`src/rtl/ac_cal_pkg.sv`:
```
// Shared types and constants for the antenna-calibration sequence scheduler.
package ac_cal_pkg;

  typedef enum logic [2:0] {
    IDLE,
    OFFSET,
    SLOT,
    GAP,
    DONE
  } ac_state_e;

  localparam logic [3:0] AC_RX_GROUP = 4'd8;
  localparam int         AC_SLOT_W   = 7;
  localparam int         AC_ANT_NUM  = 4;
  // The antenna index is 3 bits wide, so no more than 8 antennas can be addressed.
  localparam int         AC_ANT_MAX  = 8;

  // Lowest set bit of an enable mask. Returns 0 for an empty mask, which the
  // caller never accepts anyway.
  function automatic logic [2:0] ac_first_ant(input logic [AC_ANT_MAX-1:0] mask);
    ac_first_ant = 3'd0;
    for (int i = AC_ANT_MAX - 1; i >= 0; i--) begin
      if (mask[i]) ac_first_ant = 3'(i);
    end
  endfunction

endpackage

```
`src/rtl/ac_ant_pick.sv`:
```
// Combinational finder for the next enabled antenna above the current one.
module ac_ant_pick
  import ac_cal_pkg::*;
#(
  parameter int ANT_NUM = AC_ANT_NUM
) (
  input  logic [ANT_NUM-1:0] ant_en,
  input  logic [2:0]         cur_ant,
  output logic [2:0]         next_ant,
  output logic               last
);

  // Enabled antennas strictly above the current one.
  logic [ANT_NUM-1:0] above;

  genvar gi;
  generate
    for (gi = 0; gi < ANT_NUM; gi++) begin : g_above
      assign above[gi] = ant_en[gi] && (3'(gi) > cur_ant);
    end
  endgenerate

  // Priority-select the lowest candidate; no candidate means this is the last slot.
  always_comb begin
    next_ant = cur_ant;
    last     = 1'b1;
    for (int i = ANT_NUM - 1; i >= 0; i--) begin
      if (above[i]) begin
        next_ant = 3'(i);
        last     = 1'b0;
      end
    end
  end

endmodule

```
`src/rtl/ac_seq_ctrl.sv`:
```
// Calibration-sequence scheduler: walks enabled antennas and opens one
// insertion slot per antenna, with all outputs registered.
module ac_seq_ctrl
  import ac_cal_pkg::*;
#(
  parameter int ANT_NUM = AC_ANT_NUM,
  parameter int OFS_W   = 16
) (
  input  logic                 clk_245p76,
  input  logic                 asy_rst,
  input  logic                 cal_req,
  input  logic                 reg_cal_dir,
  input  logic [ANT_NUM-1:0]   reg_cal_ant_en,
  input  logic                 reg_seq_insert_en,
  input  logic [OFS_W-1:0]     reg_start_ofs,
  input  logic [AC_SLOT_W-1:0] reg_slot_len,
  input  logic [AC_SLOT_W-1:0] reg_gap_len,
  output logic                 busy,
  output logic                 cal_done,
  output logic                 cfg_err,
  output logic                 tx_ac_valid,
  output logic                 tx_seq_valid,
  output logic                 rx_seq_valid,
  output logic [2:0]           tx_ant_cnt,
  output logic [2:0]           rx_ant_cnt,
  output logic [3:0]           group_index,
  output logic [AC_SLOT_W-1:0] seq_cnt,
  output logic                 seq_insert_en
);

  ac_state_e state_reg, state_next;

  logic [OFS_W-1:0]     ofs_cnt_reg, ofs_cnt_next;
  logic [AC_SLOT_W-1:0] seq_reg, seq_next;
  logic [AC_SLOT_W-1:0] gap_cnt_reg, gap_cnt_next;
  logic [2:0]           ant_reg, ant_next;
  logic [2:0]           grp_reg, grp_next;
  logic                 pend_reg, pend_next;
  logic                 err_next;

  // Configuration captured at acceptance; the run never looks at reg_* again.
  logic                 sh_dir_reg, sh_dir_next;
  logic [ANT_NUM-1:0]   sh_ant_en_reg, sh_ant_en_next;
  logic                 sh_ins_reg, sh_ins_next;
  logic [OFS_W-1:0]     sh_ofs_reg, sh_ofs_next;
  logic [AC_SLOT_W-1:0] sh_slot_reg, sh_slot_next;
  logic [AC_SLOT_W-1:0] sh_gap_reg, sh_gap_next;

  logic [AC_ANT_MAX-1:0] ant_en_ext;
  logic [2:0]            pick_next;
  logic                  pick_last;
  logic                  req_bad;

  logic                 busy_next, cal_done_next, tx_ac_valid_next;
  logic                 tx_seq_valid_next, rx_seq_valid_next, seq_insert_en_next;
  logic [2:0]           tx_ant_cnt_next, rx_ant_cnt_next;
  logic [3:0]           group_index_next;
  logic [AC_SLOT_W-1:0] seq_cnt_next;

  ac_ant_pick #(.ANT_NUM(ANT_NUM)) u_ant_pick (
    .ant_en   (sh_ant_en_reg),
    .cur_ant  (ant_reg),
    .next_ant (pick_next),
    .last     (pick_last)
  );

  assign req_bad = (reg_slot_len == '0) || (reg_cal_ant_en == '0);

  // Widen the live enable mask so the package helper can search it.
  always_comb begin
    ant_en_ext                = '0;
    ant_en_ext[ANT_NUM-1:0]   = reg_cal_ant_en;
  end

  // Next-state, counters, shadow capture and the single pending-request bit.
  always_comb begin
    state_next     = state_reg;
    ofs_cnt_next   = ofs_cnt_reg;
    seq_next       = seq_reg;
    gap_cnt_next   = gap_cnt_reg;
    ant_next       = ant_reg;
    grp_next       = grp_reg;
    pend_next      = pend_reg;
    err_next       = cfg_err;
    sh_dir_next    = sh_dir_reg;
    sh_ant_en_next = sh_ant_en_reg;
    sh_ins_next    = sh_ins_reg;
    sh_ofs_next    = sh_ofs_reg;
    sh_slot_next   = sh_slot_reg;
    sh_gap_next    = sh_gap_reg;

    if (state_reg != IDLE && cal_req) pend_next = 1'b1;

    case (state_reg)
      IDLE: begin
        if (cal_req || pend_reg) begin
          pend_next = 1'b0;
          if (req_bad) begin
            err_next = 1'b1;
          end else begin
            sh_dir_next    = reg_cal_dir;
            sh_ant_en_next = reg_cal_ant_en;
            sh_ins_next    = reg_seq_insert_en;
            sh_ofs_next    = reg_start_ofs;
            sh_slot_next   = reg_slot_len;
            sh_gap_next    = reg_gap_len;
            ant_next       = ac_first_ant(ant_en_ext);
            ofs_cnt_next   = OFS_W'(1);
            state_next     = OFFSET;
          end
        end
      end
      OFFSET: begin
        // Counter starts at 1 so a zero offset still spends one cycle here.
        if (ofs_cnt_reg >= sh_ofs_reg) begin
          state_next = SLOT;
          seq_next   = '0;
        end else begin
          ofs_cnt_next = ofs_cnt_reg + OFS_W'(1);
        end
      end
      SLOT: begin
        if (seq_reg == sh_slot_reg - 7'd1) begin
          if (pick_last) begin
            state_next = DONE;
          end else begin
            ant_next = pick_next;
            seq_next = '0;
            if (sh_gap_reg != '0) begin
              state_next   = GAP;
              gap_cnt_next = 7'd1;
            end
          end
        end else begin
          seq_next = seq_reg + 7'd1;
        end
      end
      GAP: begin
        if (gap_cnt_reg >= sh_gap_reg) begin
          state_next = SLOT;
          seq_next   = '0;
        end else begin
          gap_cnt_next = gap_cnt_reg + 7'd1;
        end
      end
      DONE: begin
        state_next = IDLE;
        if (sh_dir_reg) grp_next = grp_reg + 3'd1;
      end
      default: state_next = IDLE;
    endcase
  end

  // Output values for the coming cycle, derived from the next state so the
  // registered outputs line up with the state they describe.
  always_comb begin
    busy_next          = (state_next != IDLE);
    cal_done_next      = (state_next == DONE);
    tx_ac_valid_next   = busy_next && sh_dir_next;
    tx_seq_valid_next  = (state_next == SLOT) && sh_dir_next;
    rx_seq_valid_next  = (state_next == SLOT) && !sh_dir_next;
    seq_insert_en_next = (state_next == SLOT) && sh_dir_next && sh_ins_next;
    seq_cnt_next       = (state_next == SLOT) ? seq_next : '0;
    tx_ant_cnt_next    = (busy_next && sh_dir_next) ? ant_next : 3'd0;
    rx_ant_cnt_next    = (busy_next && !sh_dir_next) ? ant_next : 3'd0;
    group_index_next   = (busy_next && !sh_dir_next) ? AC_RX_GROUP : {1'b0, grp_next};
  end

  // Control state and shadow registers.
  always_ff @(posedge clk_245p76 or negedge asy_rst) begin
    if (!asy_rst) begin
      state_reg     <= IDLE;
      ofs_cnt_reg   <= '0;
      seq_reg       <= '0;
      gap_cnt_reg   <= '0;
      ant_reg       <= '0;
      grp_reg       <= '0;
      pend_reg      <= 1'b0;
      sh_dir_reg    <= 1'b0;
      sh_ant_en_reg <= '0;
      sh_ins_reg    <= 1'b0;
      sh_ofs_reg    <= '0;
      sh_slot_reg   <= '0;
      sh_gap_reg    <= '0;
    end else begin
      state_reg     <= state_next;
      ofs_cnt_reg   <= ofs_cnt_next;
      seq_reg       <= seq_next;
      gap_cnt_reg   <= gap_cnt_next;
      ant_reg       <= ant_next;
      grp_reg       <= grp_next;
      pend_reg      <= pend_next;
      sh_dir_reg    <= sh_dir_next;
      sh_ant_en_reg <= sh_ant_en_next;
      sh_ins_reg    <= sh_ins_next;
      sh_ofs_reg    <= sh_ofs_next;
      sh_slot_reg   <= sh_slot_next;
      sh_gap_reg    <= sh_gap_next;
    end
  end

  // Registered outputs.
  always_ff @(posedge clk_245p76 or negedge asy_rst) begin
    if (!asy_rst) begin
      busy          <= 1'b0;
      cal_done      <= 1'b0;
      cfg_err       <= 1'b0;
      tx_ac_valid   <= 1'b0;
      tx_seq_valid  <= 1'b0;
      rx_seq_valid  <= 1'b0;
      tx_ant_cnt    <= '0;
      rx_ant_cnt    <= '0;
      group_index   <= '0;
      seq_cnt       <= '0;
      seq_insert_en <= 1'b0;
    end else begin
      busy          <= busy_next;
      cal_done      <= cal_done_next;
      cfg_err       <= err_next;
      tx_ac_valid   <= tx_ac_valid_next;
      tx_seq_valid  <= tx_seq_valid_next;
      rx_seq_valid  <= rx_seq_valid_next;
      tx_ant_cnt    <= tx_ant_cnt_next;
      rx_ant_cnt    <= rx_ant_cnt_next;
      group_index   <= group_index_next;
      seq_cnt       <= seq_cnt_next;
      seq_insert_en <= seq_insert_en_next;
    end
  end

endmodule

```
`config.mk`:
```
export PLATFORM = sky130hd
export DESIGN_NAME = ac_seq_ctrl
export DESIGN_NICKNAME = d
export VERILOG_FILES = /design/src/rtl/ac_cal_pkg.sv /design/src/rtl/ac_ant_pick.sv /design/src/rtl/ac_seq_ctrl.sv
export SDC_FILE = /design/constraint.sdc
export NUM_CORES = 1
export LEC_CHECK = 0
export BUFFER_PORTS_ARGS = -buffer_cell sky130_fd_sc_hd__buf_2
export CORE_MARGIN = 2
export CORE_UTILIZATION = 58
export DETAILED_ROUTE_END_ITERATION = 10
export GPL_ROUTABILITY_DRIVEN = 0
export HOLD_SLACK_MARGIN = 0.1
export PLACE_DENSITY = 0.83
export SETUP_SLACK_MARGIN = 0.02
export SLEW_MARGIN = 20
export SYNTH_ARGS = -nofsm -noshare
export SYNTH_HDL_FRONTEND = slang
export SYNTH_SLANG_ARGS = --single-unit
```
`constraint.sdc`:
```
create_clock -name clk_245p76 -period 3.4 [get_ports clk_245p76]
set_clock_uncertainty 0.15 [all_clocks]
set_input_delay 0.17 -clock clk_245p76 [delete_from_list [all_inputs] [get_ports clk_245p76]]
set_output_delay 0.17 -clock clk_245p76 [all_outputs]
set_load 0.02 [all_outputs]
```
=== Word level (Yosys, flattened, before mapping) ===
Index checks and enable logic that the tools add are counted.

* Bits in latches: 0
* ROM bits: 0
* Input port bits: 39
* Memories: 0
* Register bits: 100
* Bits in writable memories: 0
* Output and inout bits: 24
* Word-level logic and storage cells: 129

* Bitwise logic cells: 1
* Eq/ne operators: 14
* $add $sub $neg: 5
* Order comparisons: 6
* Div/mod/pow operators: 0
* Multiply operators: 0
* Reductions and logical operators: 25
* Shift-type cells: 0
* Mux-type cells: 54

{| class="wikitable"
|+ Operators with widths
! kind !! count
|-
| $mux 3 || 22
|-
| $mux 7 || 9
|-
| $mux 16 || 3
|-
| $pmux 16 s2 || 1
|-
| $pmux 7 s3 || 1
|-
| $add 16x1->16 const B || 1
|-
| $ge 16x16->1 || 1
|-
| $add 7x1->7 const B || 2
|-
| $ne 2x2->1 const B || 7
|-
| $pmux 7 s2 || 1
|-
| $mux 1 || 13
|-
| $pmux 3 s4 || 1
|-
| $logic_and 1x1->1 || 10
|-
| $eq 3x2->1 const B || 3
|-
| $eq 7x7->1 || 1
|-
| $ge 7x7->1 || 1
|-
| $logic_not 7->1 || 1
|-
| $reduce_bool 7->1 || 1
|-
| $sub 7x1->7 const B || 1
|-
| $eq 3x3->1 const B || 2
|-
| $gt 1x3->1 const A || 2
|-
| $gt 2x3->1 const A || 2
|-
| $pmux 3 s2 || 1
|-
| $reduce_and 3->1 || 2
|-
| other kinds (13) || 16
|}

=== Longest topological paths before layout ===
* Depth after elaboration: 12
* Mapped depth: 12

=== Hierarchy ===
From an unflattened synthesis, not the netlist that was laid out.

* Cell total of the unflattened synthesis: 539
* Area, all modules: 5212.5 um2

{| class="wikitable"
|+ Modules (own cells, without submodules)
! module !! instances !! area an instance (um2) !! cells an instance
|-
| ac_seq_ctrl || 1 || 5126.2 || 526
|-
| ac_ant_pick || 1 || 86.3 || 13
|}

=== Least setup slack after synthesis ===
No wires, ideal clock.

* Path kind: register to register
* Start point: register ofs_cnt_reg[10]
* End point: register seq_reg[0]
* Setup time: 0.118 ns
* Setup slack: 0.868 ns
* Stages on the path, launching flop included: 9
* Clock period less this slack: 2.532 ns
* Data required time: 3.132 ns
* Buffers on the path: 1
* Arrival time: 2.264 ns
* Path through: dfrtp_1 -> ha_1 -> o2111ai_1 -> a31oi_1 -> a21bo_2 -> a211oi_2 -> or3b_1 -> buf_2 -> a21o_1

* Word-level cells in the longest chain between the ends: 3

{| class="wikitable"
|+ Ends and longest elaborated chain
! what !! line !! source
|-
| start: declaration || ac_seq_ctrl.sv:33 || <nowiki>logic [OFS_W-1:0] ofs_cnt_reg, ofs_cnt_next;</nowiki>
|-
| start signal: assignment || ac_seq_ctrl.sv:187 || <nowiki>ofs_cnt_reg <= ofs_cnt_next;</nowiki>
|-
| $ge 16x16->1 || ac_seq_ctrl.sv:115 || <nowiki>if (ofs_cnt_reg >= sh_ofs_reg) begin</nowiki>
|-
| $mux 7 || ac_seq_ctrl.sv:115 ||
|-
| $pmux 7 s3 || ac_seq_ctrl.sv:94 || <nowiki>case (state_reg)</nowiki>
|-
| net seq_next[0] || ac_seq_ctrl.sv:34 || <nowiki>logic [AC_SLOT_W-1:0] seq_reg, seq_next;</nowiki>
|-
| end signal: assignment || ac_seq_ctrl.sv:188 || <nowiki>seq_reg <= seq_next;</nowiki>
|-
| end: declaration || ac_seq_ctrl.sv:34 ||
|}

The timed path passes the listed nets, and every way through them passes these cells.
A chain may end at the register's enable or synchronous reset.

=== Worst setup path after layout ===
* Start point: input port reg_slot_len[2]
* End point: register tx_ant_cnt[2]

* Word-level cells in the longest chain between the ends: 8
* Elaborated cells on any way between the ends: 14
* Classes of those cells: 10 x mux; 4 x reduce/logical

{| class="wikitable"
|+ Ends and longest elaborated chain
! what !! line !! source
|-
| start: declaration || ac_seq_ctrl.sv:16 || <nowiki>input logic [AC_SLOT_W-1:0] reg_slot_len,</nowiki>
|-
| $logic_not 7->1 || ac_seq_ctrl.sv:67 || <nowiki>assign req_bad = (reg_slot_len == '0) || (reg_cal_ant_en == '0);</nowiki>
|-
| $logic_or 1x1->1 || ac_seq_ctrl.sv:67 ||
|-
| $mux 3 || ac_seq_ctrl.sv:98 || <nowiki>if (req_bad) begin</nowiki>
|-
| $mux 3 || ac_seq_ctrl.sv:96 || <nowiki>if (cal_req || pend_reg) begin</nowiki>
|-
| $pmux 3 s4 || ac_seq_ctrl.sv:94 ||
|-
| net state_next[0] || ac_seq_ctrl.sv:31 || <nowiki>ac_state_e state_reg, state_next;</nowiki>
|-
| $reduce_bool 3->1 || ac_seq_ctrl.sv:157 || <nowiki>busy_next = (state_next != IDLE);</nowiki>
|-
| net busy_next || ac_seq_ctrl.sv:54 || <nowiki>logic busy_next, cal_done_next, tx_ac_valid_next;</nowiki>
|-
| $logic_and 1x1->1 || ac_seq_ctrl.sv:164 || <nowiki>tx_ant_cnt_next = (busy_next && sh_dir_next) ? ant_next : 3'd0;</nowiki>
|-
| $mux 3 || ac_seq_ctrl.sv:164 ||
|-
| net tx_ant_cnt_next[2] || ac_seq_ctrl.sv:56 || <nowiki>logic [2:0] tx_ant_cnt_next, rx_ant_cnt_next;</nowiki>
|-
| end signal: assignment || ac_seq_ctrl.sv:223 || <nowiki>tx_ant_cnt <= tx_ant_cnt_next;</nowiki>
|-
| end: declaration || ac_seq_ctrl.sv:24 || <nowiki>output logic [2:0] tx_ant_cnt,</nowiki>
|}

The timed path passes the listed nets, and every way through them passes these cells.

==> metrics.md <==
| Metric | Value |
|---|---|
| Outcome | `complete, no violations` |
| Multi-input logic area | `~2300 sq um` |
| Die Area | `between 9000 and 10000 sq um` |
| HP Class | `primary input to asynchronous set/reset pin` |
| WL/cell | `15.27 um` |
| Clk buf depth | `2` |
| Seq/Total Area, Yosys | `49.82%` |
| Number of CTS-inserted buffers | `9` |
| CTS sink cnt | `slightly below 100` |
| Syn Nets | `574` |
| Vias | `4020` |
| Setup TNS | `0 ns` |
| Synth area leaders | `dfrtp_1 50%, ha_1 7.0%, nand2_1 5.4%` |
| Synth Flop Type | `dfrtp_1` |
| Slew Viols, Final | `0` |
| CP peak stage delay | `0.55 ns` |
| Mean area per synthesized cell | `9.807 sq um` |
| Synth warn | `0` |
| Max VDD drop | `0.4152 mV` |
| Clk slew on worst S/H paths | `0.10 ns` |
| Die width | `96.59 um` |
| Async SR Flop Fraction | `100.0%` |
| Crit-path max FO | `16` |
| CTS tree | `built` |
| First-pass DRT Iterations | `5` |
| Nets | `677` |
| DP HPWL | `7561 um` |
| Crit path cell chain | `dlygate4sd3_1 -> buf_2 -> or4_1 -> a2bb2oi_1 -> nand3b_2 -> nand2b_1 -> nor3b_2 -> inv_2 -> nor2_2 -> inv_2 -> and3_1` |
| Flops & latches, synth | `99` |
| Final min period | `2.792 ns` |
| Synthesis-to-layout area growth | `20.08%` |
| Critical Path Start | `reg_slot_len[2]` |
| RSZ-0062 raised after global routing | `no` |
| Vias in the first global route | `4007` |
| # rows | `33` |
| Grt total ovfl | `0` |
| Clk_lat worst skew | `0.38 ns` |
| Starting Density | `60.21%` |
| Most Frequent Cell on Critical Path | `inv_2` |
| WP data required | `3.53 ns` |
| Leading area contributor after synthesis | `dfrtp_1` |
| Netlist cell types | `64` |
| Die outline height | `between 90 and 100 um` |
| Period utilization | `82.11%` |
| First-pass GRT wire length | `18520 um` |
| Hold_ws | `0.1603 ns` |
| Largest net degree at the start of global routing | `69` |
| Total area of sequential cells | `2477 sq um` |
| Port Buffers | `between 60 and 70` |
| Max Fclk | `0.3582 GHz` |
| Pwr per Cell Area | `714.9 nW/um^2` |
| Number of max-cap violations | `0` |
| Core area | `8258 sq um` |
| Via-to-Cell Ratio | `5.583` |
| Max_slew headroom | `59.29%` |
| DR iter-0 viols | `187` |
| Most frequent cells in the layout | `99 x dfrtp_1, 71 x nand2_1, 61 x buf_2, 50 x nor2_1` |
| Antenna cells | `0` |
| Ports | `63` |
| Initial antenna violation count | `0` |
| Worst setup path class | `primary input to register` |
| Least-Margin Pin Slew | `a little over 0.6 ns` |
| DRC viols | `0` |
| Crit. End Element | `register` |
| Post-synth EDFFs | `0` |
| Share of post-route cells with drive strength above 1 | `between 10% and 20%` |
| Final setup fails | `0` |
| Slowest-stage cell, CP | `or4_1` |
| Most common cell after layout, fill and taps aside | `dfrtp_1` |
| GR Util All Layers | `25.95%` |
| # fillers | `between 500 and 600` |
| H-tree depth | `3` |
| Post-Route WL | `11000 um` |
| Leakage | `2.993 nW` |
| Number of setup buffers added after CTS | `0` |
| Synth Cell Area | `4972 sq um` |
| Mapped Cells | `approximately 510` |
| Crit path launch type | `primary input` |
| Antenna viol nets, final | `0` |
| Root Buffer | `clkbuf_8` |
| R2R Path Start | `ofs_cnt_reg[10]` |
| CP Data Arrival Time | `about 3 ns` |
| Final Hold Viols | `0` |
| Yosys top cell area share | `49.82%` |
==> Yosys cell counts, drive strengths merged (2+ instances only) <==
cell type and instances:
o221ai 2, nand4 10, inv 39, and3 7, nand2b 8, nand3 8, o2111ai 2, nor3b 8
o21a 3, a21oi 11, dfrtp 99, o21ai 34, xor2 10, clkbuf 11, nor4bb 2, ha 28
nor3 19, o211ai 2, nor4b 3, o21ba 3, nor4 2, nor2 52, o211a 3, a21o 8
buf 2, or3 2, a31oi 2, mux2 3, a211oi 2, xnor2 23, or4 2, o21bai 3
nor2b 4, and2 3, nand2 71
==> worst paths after layout <==
check                            endpoint  slack [ns]  cells past startpoint
setup / recovery            tx_ant_cnt[2]        0.61                     11
hold / removal              sh_gap_reg[1]        0.16                      2
setup reg to reg               seq_reg[6]        0.62                      7
hold reg to reg                grp_reg[2]        0.33                      1
max in group asynchronous  ofs_cnt_reg[3]        2.15                      3
min in group clk_245p76        ant_reg[0]        0.16                      4
==> routing by layer <==
layer | part of all wire (%) | track usage, % | up-vias | wire length, um
met1 | 42 | 32.89 | 1937 | 4621
met2 | 50 | 43.58 | 129 | 5551
met4 | 2.0 | 9.390 | 0 | 216
met3 | 5.5 | 6.206 | 18 | 606
met5 | 0 | 0 | - | 0
li1 | - | - | 1936 | -
==> where the power goes <==
group	total (mW)	internal [mW]	switching, mW	leakage [nW]
Combinational	1.76	0.718	1.04	1.62
Clock	0.716	0.279	0.437	0.0897
Sequential	1.79	1.52	0.278	1.28
==> critical path, delay by kind of cell <==
family / cells / cell delay (ns)
buf+inv: 4 / 0.81
compound gates: 1 / 0.20
simple gates: 6 / 1.72
==> final cells by class <==
cell class / instances / area share (%)
Clock buffer: 9 / 2.075
Clock inverter: 7 / 1.006
Timing Repair Buffer: 105 / 12.20
Tap cell: 105 / 2.200
Multi-Input combinational cell: 356 / 38.58
Sequential cell: 99 / 41.49
Inverter: 39 / 2.452
==> kinds of logic (layout without fill, tap and decap cells) <==
| logic type | after synthesis | count (layout) | synth area share [%] |
|---|---|---|---|
| buffers and inverters | 52 | 160 | 4.001 |
| flip-flops | 99 | 99 | 49.82 |
| XOR/XNOR | 33 | 33 | 5.813 |
| multiplexers | 4 | 4 | 0.8807 |
| AND/OR/NAND/NOR | 207 | 207 | 21.24 |
| adder cells (fa/ha/maj) | 28 | 28 | 7.046 |
| AO/OA/AOI/OAI | 84 | 84 | 11.20 |
==> through the flow <==
step                      instance area, sq um  worst slack, ns  instances  total power, mW  util, %
after floorplan                           4972           0.8679        507            3.013        -
after global placement                    5416           0.7070        667            3.403    65.59
after detailed placement                  5416           0.6864        667            3.509    65.59
after CTS                                 5971           0.6364        720            4.276    72.30
after global routing                      5971           0.4143        720            4.614    72.30
final                                     5971           0.6083        720            4.269    72.30
==> repair_timing <==
item	in CTS	in global routing
hold buffers	37	0
gates resized for setup	0	0
hold endpoints to repair	81	0
Note: power is estimated with default switching activity, not from simulation.
